### config.mk
export PLATFORM = sky130hd
export DESIGN_NAME = shiftrows_pipe
export DESIGN_NICKNAME = d
export VERILOG_FILES = /design/src/rtl/shiftrows_pipe.sv
export SDC_FILE = /design/constraint.sdc
export NUM_CORES = 1
export LEC_CHECK = 0
export CAP_MARGIN = 0
export CORE_MARGIN = 4
export CORE_UTILIZATION = 30
export CTS_CLUSTER_SIZE = 12
export DETAILED_ROUTE_END_ITERATION = 10
export SLEW_MARGIN = 20
export SYNTH_ARGS = -nofsm -noshare
export SYNTH_HDL_FRONTEND = slang
export SYNTH_SLANG_ARGS = --single-unit
### constraint.sdc
create_clock -name i_clk -period 4.85 [get_ports i_clk]
set_input_delay 0.97 -clock i_clk [delete_from_list [all_inputs] [get_ports i_clk]]
set_output_delay 0.97 -clock i_clk [all_outputs]
set_load 0.01 [all_outputs]
### src/rtl/shiftrows_pipe.sv
// Elastic AES ShiftRows / InvShiftRows stage for NB = 4, 6 or 8 columns.
// Blocks are permuted on the way in and parked in a main register backed by a one-deep skid.
module shiftrows_pipe #(
   parameter int WORD = 32,
   parameter int NB   = 4
) (
   input  logic                 i_clk,
   input  logic                 i_rst_n,
   input  logic                 i_valid,
   output logic                 o_ready,
   input  logic                 i_inv,
   input  logic [WORD*NB-1:0]   i_block,
   output logic                 o_valid,
   input  logic                 i_ready,
   output logic                 o_inv,
   output logic [WORD*NB-1:0]   o_block
);
   localparam int W = WORD * NB;

   generate
      if (WORD != 32) begin : g_badWord
         $error("shiftrows_pipe: WORD must be 32");
      end
      if (NB != 4 && NB != 6 && NB != 8) begin : g_badNb
         $error("shiftrows_pipe: NB must be 4, 6 or 8");
      end
   endgenerate

   typedef enum logic [1:0] {EMPTY, ONE, TWO} state_t;

   state_t        r_state;
   state_t        w_nextState;
   logic [W-1:0]  r_mainBlock;
   logic [W-1:0]  r_skidBlock;
   logic [W-1:0]  w_permBlock;
   logic          r_mainInv;
   logic          r_skidInv;
   logic          w_accept;
   logic          w_emit;
   logic          w_loadMainIn;
   logic          w_loadMainSkid;
   logic          w_loadSkid;

   // Rows 2 and 3 of the 8-column variant shift one column further than their index.
   function automatic int srcCol(input int c, input int r, input logic inv);
      int sh;
      sh = (NB == 8 && r >= 2) ? r + 1 : r;
      return inv ? (c - sh + NB) % NB : (c + sh) % NB;
   endfunction

   always_comb begin
      w_permBlock = '0;
      for (int c = 0; c < NB; c++) begin
         for (int r = 0; r < 4; r++) begin
            w_permBlock[W-1-8*(4*c+r) -: 8] = i_block[W-1-8*(4*srcCol(c, r, i_inv)+r) -: 8];
         end
      end
   end

   assign o_valid  = (r_state != EMPTY);
   assign o_ready  = (r_state != TWO);
   assign w_accept = i_valid && o_ready;
   assign w_emit   = o_valid && i_ready;
   assign o_block  = r_mainBlock;
   assign o_inv    = r_mainInv;

   always_comb begin
      w_nextState    = r_state;
      w_loadMainIn   = 1'b0;
      w_loadMainSkid = 1'b0;
      w_loadSkid     = 1'b0;
      case (r_state)
         EMPTY: begin
            if (w_accept) begin
               w_loadMainIn = 1'b1;
               w_nextState  = ONE;
            end
         end
         ONE: begin
            if (w_accept && w_emit) begin
               w_loadMainIn = 1'b1;
            end else if (w_accept) begin
               w_loadSkid  = 1'b1;
               w_nextState = TWO;
            end else if (w_emit) begin
               w_nextState = EMPTY;
            end
         end
         TWO: begin
            if (w_emit) begin
               w_loadMainSkid = 1'b1;
               w_nextState    = ONE;
            end
         end
         default: w_nextState = EMPTY;
      endcase
   end

   always_ff @(posedge i_clk or negedge i_rst_n) begin
      if (!i_rst_n) begin
         r_state <= EMPTY;
      end else begin
         r_state <= w_nextState;
      end
   end

   // Reset empties both slots at once, even mid-transfer.
   always_ff @(posedge i_clk or negedge i_rst_n) begin
      if (!i_rst_n) begin
         r_mainBlock <= '0;
         r_mainInv   <= 1'b0;
         r_skidBlock <= '0;
         r_skidInv   <= 1'b0;
      end else begin
         if (w_loadMainIn) begin
            r_mainBlock <= w_permBlock;
            r_mainInv   <= i_inv;
         end else if (w_loadMainSkid) begin
            r_mainBlock <= r_skidBlock;
            r_mainInv   <= r_skidInv;
         end
         if (w_loadSkid) begin
            r_skidBlock <= w_permBlock;
            r_skidInv   <= i_inv;
         end
      end
   end

endmodule

==> results.json <==
{
  "status": "finished clean",
  "switching_power_mw": 2.89,
  "layout.nets": 1491,
  "syn_area_um2": 12800,
  "min_path_type": "primary input to async pin",
  "rsz0062_at_grt": "false",
  "skew_ns": 0.00844,
  "internal-power_mw": 6.18,
  "hold_slack_ns": 0.337,
  "cap_violations": 0,
  "drive_gt1_share_pct": 14.4,
  "path_clk_slew_ns": 0.06,
  "grt_first_pass_wirelength_mm": 62.4,
  "drv_slew": 0,
  "p_leak_nw": 7.11,
  "final_area_um2": 16700,
  "cts_resized": 0,
  "reg2reg_depth": 4,
  "first_pass_iters": 5,
  "die_x_um": 214,
  "start_util_pct": 30.4,
  "synth_nets": 1318,
  "ctsHtreeMaxLevel": 1,
  "grt_max_degree": 134,
  "cp.required_ns": 5.32,
  "pwr-share-comb_pct": 36.0,
  "finalSetupTns_ns": 0,
  "crit_path_end_kind": "flop",
  "io_buffers": 263,
  "cts.path.max_buffers": 3,
  "crit_fanout": 108,
  "total_power_mw": 9.08,
  "overflow": 0,
  "ys_seq_elements": 260,
  "rows": 75,
  "finalWirelength_mm": 39.6,
  "clockRootBuffer": "clkbuf_16",
  "rrSetupSlack_ns": 2.50,
  "cts_setup_buffers": 0,
  "postPlaceCellArea_um2": 15700,
  "ir_worst_vdd_v": 0.000233,
  "track_usage_pct": 16.5,
  "synth_flop_cell": "dfrtp_1",
  "antenna_found_initial": 7,
  "cts_sinks": 260,
  "numCtsBuffers": 31,
  "rr_startpoint": "r_state[0]",
  "worst_pin_slew_ns": 1.11,
  "hold_violations": 0,
  "clockPowerShare_pct": 24.5,
  "async_reset_ff_share_pct": 100,
  "worstSkewPairLatency_ns": 0.56,
  "ios": 264,
  "area_growth_pct": 30.5,
  "gp_congestion": 0.760,
  "cp.arrival_ns": 3.41,
  "dieArea_um2": 45900,
  "seqCellArea_um2": 6510,
  "multi_input_area_um2": 5580,
  "finalSetupViolations": 0,
  "syn_inst": 1185,
  "fillCellCount": 4126,
  "ys_types": 31,
  "cts_hold_buffers": 0,
  "hpwl_mm": 23.8,
  "synth_edf_count": 0,
  "fin_crit_sh_pct": 60.6,
  "cts_tree": "done",
  "core_um2": 42000,
  "grt_pass1_vias": 10600,
  "pwr_density_cell_nw_per_um2": 545,
  "seqPwrFrac_pct": 39.6,
  "drtIter0Drc": 666,
  "relSlewSlack_pct": 25.8,
  "viasPerCell": 5.47,
  "syn_area_per_cell_um2": 10.8,
  "period_needed_ns": 2.94,
  "die_height_um": 214,
  "num_vias": 10500,
  "synth_warnings": 0,
  "r2r-end": "o_block[113]",
  "drc_errors": 0,
  "max_freq_mhz": 340,
  "path_class": "primary input to flop",
  "ys_seq_area_share_pct": 51.0,
  "wl_per_cell_um": 20.6,
  "ant_nets": 0,
  "switching_share_pct": 31.9,
  "startpoint_type": "primary input"
}
power by group through the flow:
| stage | Combinational (mW) | Sequential (mW) | Clock [mW] |
|---|---|---|---|
| 2_1_floorplan | 1.61 | 3.70 | 0 |
| 4_1_cts | 3.31 | 3.60 | 2.30 |
| 6_report | 3.26 | 3.59 | 2.22 |
| 5_1_grt | 3.55 | 3.71 | 2.39 |
| 3_5_place_dp | 3.30 | 3.63 | 0 |
| 3_3_place_gp | 3.24 | 3.60 | 0 |
cell usage in the layout, fill, tap and decap left out, types with 64 or more instances in the layout:
cell,netlist,layout
clkdlybuf4s50_1,0,261
dfrtp_1,260,260
nand3_1,126,126
a21oi_1,67,67
mux2i_1,65,65
mux2_2,65,65
o21ai_0,65,65
a211oi_1,65,65
a31oi_1,65,65
nor2_1,64,64
cells in the mapped netlist (6+ instances only):
cell,n,area share (%)
dfrtp_1,260,51
a31oi_1,65,3.2
mux2_2,65,5.7
nor2_1,64,1.9
nand3_1,126,4.9
buf_6,6,0.53
a211oi_1,65,3.8
a21oi_1,67,2.6
mux2i_1,65,5.1
o211a_1,61,4.8
clkbuf_1,53,1.6
a31o_2,61,4.2
buf_2,72,2.8
o21ai_0,65,2.5
a21o_1,61,3.6
buf_4,8,0.47
worst max-delay path by stage:
stage	from	to	slack [ns]	depth (start not counted)
after floorplan	i_inv	o_block[16]	2.65	6
after global placement	i_valid	o_block[107]	1.48	5
after detailed placement	i_ready	o_block[56]	1.42	5
after CTS	r_state[0]	o_valid	1.96	2
after global routing	i_ready	o_block[79]	1.80	5
final	i_ready	o_block[56]	1.91	5
metal layers:
| layer | GRT usage [%] | part of all wire (%) |
|---|---|---|
| met5 | 0 | 0.051 |
| met4 | 5.79 | 2.7 |
| met3 | 3.13 | 4.6 |
| met2 | 28.0 | 50 |
| met1 | 21.3 | 43 |
worst max-delay path: stages:
cell and delay, ns:
clkdlybuf4s50_1 0.67, nand2b_4 0.80, buf_12 0.42, a211oi_1 0.15
a31oi_1 0.20
flip-flops by register name, summed over array words and instances (netlist names):
register and count:
o_block 128, r_skidBlock 128, r_state 2, o_inv 1, r_skidInv 1
kinds of logic (layout without fill, tap and decap cells):
family	Yosys count	in the layout	synth area share, %
other	0	6	0
and+or+nand+nor	203	203	7.56
AOI/OAI and AO/OA	450	450	25.2
muxes	130	130	10.8
DFF	260	260	51.0
buffers and inverters	142	336	5.48
stage by stage:
| stage | cells | worst slack, ns | utilization, % |
|---|---|---|---|
| 2_1_floorplan | 1185 | 2.65 | - |
| 3_3_place_gp | 1863 | 1.48 | 37.2 |
| 3_5_place_dp | 1863 | 1.42 | 37.2 |
| 5_1_grt | 1924 | 1.80 | 39.6 |
| 6_report | 1924 | 1.91 | 39.6 |
| 4_1_cts | 1917 | 1.96 | 39.5 |
area by class of cell:
| type | instances | area share [%] |
|---|---|---|
| flip-flops and latches | 260 | 39.1 |
| multi-input cells | 783 | 33.5 |
| repair buffers | 282 | 17.5 |
| clock buffers | 47 | 5.38 |
| well taps | 539 | 4.05 |
| clock inverters | 7 | 0.391 |
| diodes | 6 | 0.0901 |
Note: power is estimated with default switching activity, not from simulation.
